--- src/rtl/hamming_decoder_pipe_if.sv ---
// Stream bundle for the Hamming(7,4) decoder: codeword in, corrected message out.
interface hamming_decoder_pipe_if;
    logic       in_valid;
    logic       in_ready;
    logic [1:7] code_in;
    logic       out_valid;
    logic       out_ready;
    logic [1:4] msg_out;
    logic [2:0] err_pos;
    logic       corrected;

    modport slave (
        input  in_valid, code_in, out_ready,
        output in_ready, out_valid, msg_out, err_pos, corrected
    );

    modport master (
        output in_valid, code_in, out_ready,
        input  in_ready, out_valid, msg_out, err_pos, corrected
    );
endinterface

--- src/rtl/hamming_decoder_pipe.sv ---
// Two-stage Hamming(7,4) decoder: syndrome in stage 1, single-bit correction in stage 2,
// plus a saturating count of corrected words handed downstream.
module hamming_decoder_pipe #(
    parameter int CNT_W = 16
) (
    input  logic                 clk,
    input  logic                 rst,
    hamming_decoder_pipe_if.slave bus,
    input  logic                 clr_cnt,
    output logic [CNT_W-1:0]     corr_count
);

    logic       s1_valid;
    logic [1:7] s1_code;
    logic [2:0] s1_syn;
    logic [2:0] syn;
    logic [1:7] fixed;
    logic [1:4] fix_msg;
    logic       adv2;
    logic       take;
    logic       out_hs;

    assign adv2         = !bus.out_valid || bus.out_ready;
    assign bus.in_ready = !s1_valid || adv2;
    assign take         = bus.in_valid && bus.in_ready;
    assign out_hs       = bus.out_valid && bus.out_ready;

    // syndrome is {s3,s2,s1}, i.e. directly the position of the flipped bit
    always_comb begin
        syn[0] = bus.code_in[1] ^ bus.code_in[3] ^ bus.code_in[5] ^ bus.code_in[7];
        syn[1] = bus.code_in[2] ^ bus.code_in[3] ^ bus.code_in[6] ^ bus.code_in[7];
        syn[2] = bus.code_in[4] ^ bus.code_in[5] ^ bus.code_in[6] ^ bus.code_in[7];
    end

    always_comb begin
        fixed = s1_code;
        for (int i = 1; i <= 7; i++) begin
            if (s1_syn == 3'(i)) fixed[i] = ~s1_code[i];
        end
        fix_msg = {fixed[3], fixed[5], fixed[6], fixed[7]};
    end

    // code_in is only captured on a handshake, so idle-bus X never reaches the pipe
    always_ff @(posedge clk) begin
        if (rst) begin
            s1_valid <= 1'b0;
            s1_code  <= '0;
            s1_syn   <= '0;
        end else if (take) begin
            s1_valid <= 1'b1;
            s1_code  <= bus.code_in;
            s1_syn   <= syn;
        end else if (adv2) begin
            s1_valid <= 1'b0;
        end
    end

    always_ff @(posedge clk) begin
        if (rst) begin
            bus.out_valid <= 1'b0;
            bus.msg_out   <= '0;
            bus.err_pos   <= '0;
            bus.corrected <= 1'b0;
        end else if (adv2) begin
            bus.out_valid <= s1_valid;
            if (s1_valid) begin
                bus.msg_out   <= fix_msg;
                bus.err_pos   <= s1_syn;
                bus.corrected <= (s1_syn != 3'd0);
            end
        end
    end

    always_ff @(posedge clk) begin
        if (rst || clr_cnt) begin
            corr_count <= '0;
        end else if (out_hs && bus.corrected && (corr_count != {CNT_W{1'b1}})) begin
            corr_count <= corr_count + CNT_W'(1);
        end
    end

endmodule

--- src/flat_wrapper.sv ---
// flat-port wrapper written by rule: the top's interface ports become plain ports
module hamming_decoder_pipe_flat 
#(
    parameter int CNT_W = 16
)
  (clk, rst, clr_cnt, corr_count, bus_in_valid, bus_code_in, bus_out_ready, bus_in_ready, bus_out_valid, bus_msg_out, bus_err_pos, bus_corrected);
  hamming_decoder_pipe_if bus_i ();
  input  logic clk;
  input  logic rst;
  input  logic clr_cnt;
  output logic [CNT_W-1:0] corr_count;
  input wire logic [$bits(bus_i.in_valid)-1:0] bus_in_valid;
  input wire logic [$bits(bus_i.code_in)-1:0] bus_code_in;
  input wire logic [$bits(bus_i.out_ready)-1:0] bus_out_ready;
  output wire logic [$bits(bus_i.in_ready)-1:0] bus_in_ready;
  output wire logic [$bits(bus_i.out_valid)-1:0] bus_out_valid;
  output wire logic [$bits(bus_i.msg_out)-1:0] bus_msg_out;
  output wire logic [$bits(bus_i.err_pos)-1:0] bus_err_pos;
  output wire logic [$bits(bus_i.corrected)-1:0] bus_corrected;
  assign bus_i.in_valid = bus_in_valid;
  assign bus_i.code_in = bus_code_in;
  assign bus_i.out_ready = bus_out_ready;
  assign bus_in_ready = bus_i.in_ready;
  assign bus_out_valid = bus_i.out_valid;
  assign bus_msg_out = bus_i.msg_out;
  assign bus_err_pos = bus_i.err_pos;
  assign bus_corrected = bus_i.corrected;
  hamming_decoder_pipe #(.CNT_W(CNT_W)) u_core (.clk(clk), .rst(rst), .bus(bus_i), .clr_cnt(clr_cnt), .corr_count(corr_count));
endmodule
--- config.mk ---
export PLATFORM = sky130hd
export DESIGN_NAME = hamming_decoder_pipe_flat
export DESIGN_NICKNAME = d
export VERILOG_FILES = /design/src/rtl/hamming_decoder_pipe_if.sv /design/src/rtl/hamming_decoder_pipe.sv /design/src/flat_wrapper.sv
export SDC_FILE = /design/constraint.sdc
export NUM_CORES = 1
export LEC_CHECK = 0
export BUFFER_PORTS_ARGS = -buffer_cell sky130_fd_sc_hd__buf_2
export CAP_MARGIN = 10
export CORE_AREA = 2 2 62 64
export DETAILED_ROUTE_END_ITERATION = 16
export DIE_AREA = 0 0 64 66
export PLACE_DENSITY = 0.75
export SLEW_MARGIN = 20
export SYNTH_ARGS = -nofsm -noshare
export SYNTH_HDL_FRONTEND = slang
export SYNTH_SLANG_ARGS = --single-unit
--- constraint.sdc ---
create_clock -name clk -period 1.3 [get_ports clk]
set_input_delay 0.13 -clock clk [delete_from_list [all_inputs] [get_ports clk]]
set_output_delay 0.13 -clock clk [all_outputs]
set_load 0.02 [all_outputs]
# Word level (Yosys, flattened, before mapping)
# Cells that the tools add are included.
[word_totals]
register_bits = 34
inputBits = 12
[op_classes]
n_addsub = 1
n_eq_ne = 5
n_mux = 6
n_bitwise = 13
n_reduce_logical = 12
[op_table]
columns = ["cell", "count"]
rows = [
  ["$add A16 B1 Y16 const B", 1],
  ["$ne A16 B16 Y1 const B", 1],
  ["$eq A3 B3 Y1 const B", 3],
  ["$xor A1 B1 Y1", 9],
  ["$mux W1", 6],
  ["$logic_and A1 B1 Y1", 4],
  ["$not A1 Y1", 4],
  ["$eq A3 B2 Y1 const B", 1],
  ["$logic_or A1 B1 Y1", 3],
  ["$reduce_bool A3 Y1", 1],
  ["$logic_not A1 Y1", 2],
  ["$reduce_and A2 Y1", 1],
  ["$reduce_bool A2 Y1", 1],
]

# Logic depth before layout (Yosys ltp)
[logic_depth]
depth_word = 5
mapped_depth = 6

# Least setup slack after synthesis
# OpenSTA, ideal clock, no wires.
[synth_path]
kind = "register to register"
start = "register u_core.corr_count[0]"
end = "register u_core.corr_count[14]"
setup_ns = 0.119
arrival_ns = 1.487
slack_ns = -0.305
path_stages_with_launch = 6
path_buffers = 0
cell_sequence = "dfxtp_1 > ha_1 > nand4_1 > nor4_4 > and4bb_1 > nor3_2"
[synth_via]
elab_chain_cells = 2
[synth_rtl]
columns = ["element", "line_no", "source"]
rows = [
  ["start, declared", "hamming_decoder_pipe.sv:10", "output logic [CNT_W-1:0] corr_count"],
  ["start signal, assigned", "hamming_decoder_pipe.sv:78", "corr_count <= corr_count + CNT_W'(1);"],
  ["parallel branches: the longest is 2 deep, another holds $add A16 B1 Y16", "n/a", ""],
]
# Several ways; the timed one is not identified.
# A chain may end at the register's enable or synchronous reset.

# Worst setup path in the final report
[layout_path]
start = "register u_core.corr_count[2]"
end = "register u_core.corr_count[13]"
# The elaborated chain is that of the path after synthesis.

==> impl_metrics.yaml <==
logic_synthesis:
  synth_top_area_share_pct: 40.6
  synth_top_cell_by_area: "dfxtp_1"
  synth.avg_cell_area_um2: 8.94
  netlist_area_um2: 1630
  yosys_register_bits: 33
  synth.distinct_cells: 45
  async_flop_share_pct: 0
  yosys_most_used_dff: "dfxtp_1"
  synth.most_common_cell: "dfxtp_1"
  synth_common_cells: "dfxtp_1 (33), nor2_1 (21), nand2_1 (15)"
  syn_nets: 195
  synth_seq_area_share_pct: 40.6
  synth_cells: 182
  synthTopCellsByArea: "dfxtp_1 (41%), mux2i_1 (5.5%), nor2_1 (4.8%), a211oi_1 (4.6%), xor2_1 (3.8%)"
  synth_edf_count: 0
  yosys_warnings: 0
floorplan:
  rows: 22
  core_area_um2: 3550
  io_pins: 38
  dieArea_um2: 4220
  die_w_um: 64
  dieHeight_um: 66
  start_util_pct: 45.8
drt:
  drtIter0Drc: 95
  via_per_inst: 5.31
  detail-route-antenna-nets: 0
  wire_per_inst_um: 14.0
  drt-total-wl_um: 4360
  drcViolationCount: 0
  drt_pass1_iterations: 4
  vias: 1651
flow_run:
  drv_cap: 0
timing:
  final-hold-violation-count: 0
  maxSlewHeadroom_pct: 78.2
  fin_skew_ps: 18.7
  min_period_ps: 1460
  worst_slew_pin_slew_ps: 324
  finalCritPeriodShare_pct: 112
  max_freq_mhz: 687
  maxSlewViolCount: 0
  rsz0062_at_grt: "true"
  holdWs_ps: 16.0
  timing.final.ws_setup_ps: -156
  setup_viol: 14
clocking:
  postCtsHoldBufs: 0
  cts-root-buf: "clkbuf_4"
  clock_sinks: 33
  h-tree-depth: 2
  cts_tree: "done"
  cts.path.max_buffers: 2
  clock_latency_ps: 340
  path_clk_slew_ps: 120
  cts_buffers: 5
setup_path:
  critPathMaxStageDelay_ps: 400
  r2r_start: "u_core.corr_count[2]"
  r2r_cells: 5
  path_cells: "and4_4, nand3_4, buf_4, or3_1, a21oi_2"
  r2r_slack_ps: -160
  cp_max_fo: 5
  crit_path_end_kind: "flop"
  cp-start-kind: "flop"
  worst-path-stages: 5
  cp.arrival_ps: 1730
  crit_start: "u_core.corr_count[2]"
  crit_buf_inv: 1
  crit_family: "simple AND/OR/NAND/NOR gates"
  cp.required_ps: 1570
  critPathKind: "reg2reg"
  critPathSlowestCell: "dfxtp_4"
  r2r-end: "u_core.corr_count[13]"
  endpoint: "u_core.corr_count[13]"
power:
  power.total_w: 0.00220
  comb_power_share_pct: 10.5
  p_per_area_nw_per_um2: 898
  leakagePower_nw: 1.06
  seqPwrFrac_pct: 48.5
  p_int_w: 0.00166
  switchingPower_w: 0.000538
  p_sw_share_pct: 24.4
  ir_worst_vdd_mv: 0.656
  clock_power_share_pct: 41.0
cells_and_area:
  drive_gt1_share_pct: 50.6
  diodes: 0
  syn2layout_area_growth_pct: 50.6
  fin_area_um2: 2450
  nets: 275
  stdcell_count: 311
placed_design:
  routabilityCongestion: 0.805
  placed_cells: 294
  post_dp_cell_area_um2: 2150
  dpl.hpwl_um: 2880
  portBuffers: 37
grt:
  antenna_found_initial: 0
  grt_pass1_vias: 1638
  grt.overflow.total: 0
  grt_max_degree: 20
  grt_first_pass_wirelength_um: 7030
  grt_util_all_layers_pct: 21.2
hold_path:
  min_path_type: "in2reg"
status:
  violations: "negative setup slack"
  status: "finished, violations left"
==> stage by stage <==
stage	setup TNS (ps)	worst slack [ps]	utilization [%]
after floorplan	-1510	-203	-
after global placement	-808	-124	60.6
after detailed placement	-1180	-170	60.6
after CTS	-698	-108	66.7
after global routing	-2080	-216	69.0
final	-1070	-156	69.0
==> worst min-delay path by stage <==
stage | start | endpoint | slack (ps) | depth (start not counted)
6_report | bus_in_valid | u_core.s1_valid | 20 | 3
5_1_grt | bus_in_valid | u_core.s1_valid | 20 | 3
4_1_cts | bus_in_valid | u_core.s1_valid | 8 | 3
3_5_place_dp | bus_in_valid | u_core.s1_valid | 380 | 3
3_3_place_gp | bus_in_valid | u_core.s1_valid | 380 | 3
2_1_floorplan | bus_in_valid | u_core.s1_valid | 260 | 2
==> cells by family after synthesis <==
kind of cell	Yosys count	synth area share, %
xor gates and xnor gates	12	6.46
muxes	9	5.53
AOI/OAI and AO/OA	39	16.4
and+or+nand+nor	77	27.2
buffers and inverters	11	3.00
DFF	33	40.6
adders and majority gates	1	0.769
==> registers in the layout (all words and copies together), names as in the netlist <==
signal / flops
u_core.corr_count: 16
u_core.s1_code: 4
u_core.s1_syn: 3
u_core.bus.err_pos: 3
u_core.bus.msg_out: 4
u_core.bus.corrected: 1
u_core.bus.out_valid: 1
u_core.s1_valid: 1
==> worst register-to-register path: stages (launching register included) <==
cell and delay (ps):
dfxtp_4 400, and4_4 260, nand3_4 80, buf_4 150, or3_1 350, a21oi_2 150
==> layout make-up <==
class	count	area, um^2
Inverter	4	15.0
Clock inverter	2	35.0
Clock buffer	6	62.6
Tap cell	48	60.1
Timing Repair Buffer	80	532
Multi-Input combinational cell	138	1050
Sequential cell	33	697
Fill cell	283	1100
==> layout by cell type, fill, tap and decap left out, types with 3 or more instances in the layout <==
cell | synthesis | final
buf_2 | 3 | 37
dfxtp_1 | 33 | 18
buf_6 | 0 | 3
nor3_1 | 6 | 3
a21oi_1 | 9 | 7
nor3_2 | 1 | 4
xnor2_1 | 5 | 5
o21ai_1 | 0 | 4
nand4_1 | 4 | 4
and3_1 | 3 | 3
dfxtp_4 | 0 | 7
nor2_1 | 21 | 19
nand2_1 | 15 | 13
xor2_1 | 7 | 7
clkbuf_4 | 0 | 5
a211oi_1 | 10 | 9
dfxtp_2 | 0 | 8
inv_1 | 4 | 4
a2111o_1 | 3 | 3
mux2i_1 | 9 | 9
buf_4 | 1 | 39
==> power groups by stage <==
stage / sequential, W / clock [W] / combinational (W)
2_1_floorplan: 0.00111 / 0 / 0.000125
3_3_place_gp: 0.00109 / 0 / 0.000220
3_5_place_dp: 0.00109 / 0 / 0.000226
4_1_cts: 0.00107 / 0.000913 / 0.000230
5_1_grt: 0.00107 / 0.000953 / 0.000256
6_report: 0.00107 / 0.000902 / 0.000232
==> what timing repair did <==
action / CTS / global route
endpoints found under the setup margin: 18 / 18
pin swaps: 11 / 5
gates resized for setup: 22 / 10
buffers inserted: 6 / 4
==> layer usage <==
| layer | track usage, % | wire [um] |
|---|---|---|
| met1 | 23.2 | 1830 |
| met2 | 39.7 | 2310 |
| met3 | 4.26 | 189 |
| met4 | 8.70 | 37 |
| met5 | 0 | 0 |
No activity file was read; power rests on OpenSTA's default activity.
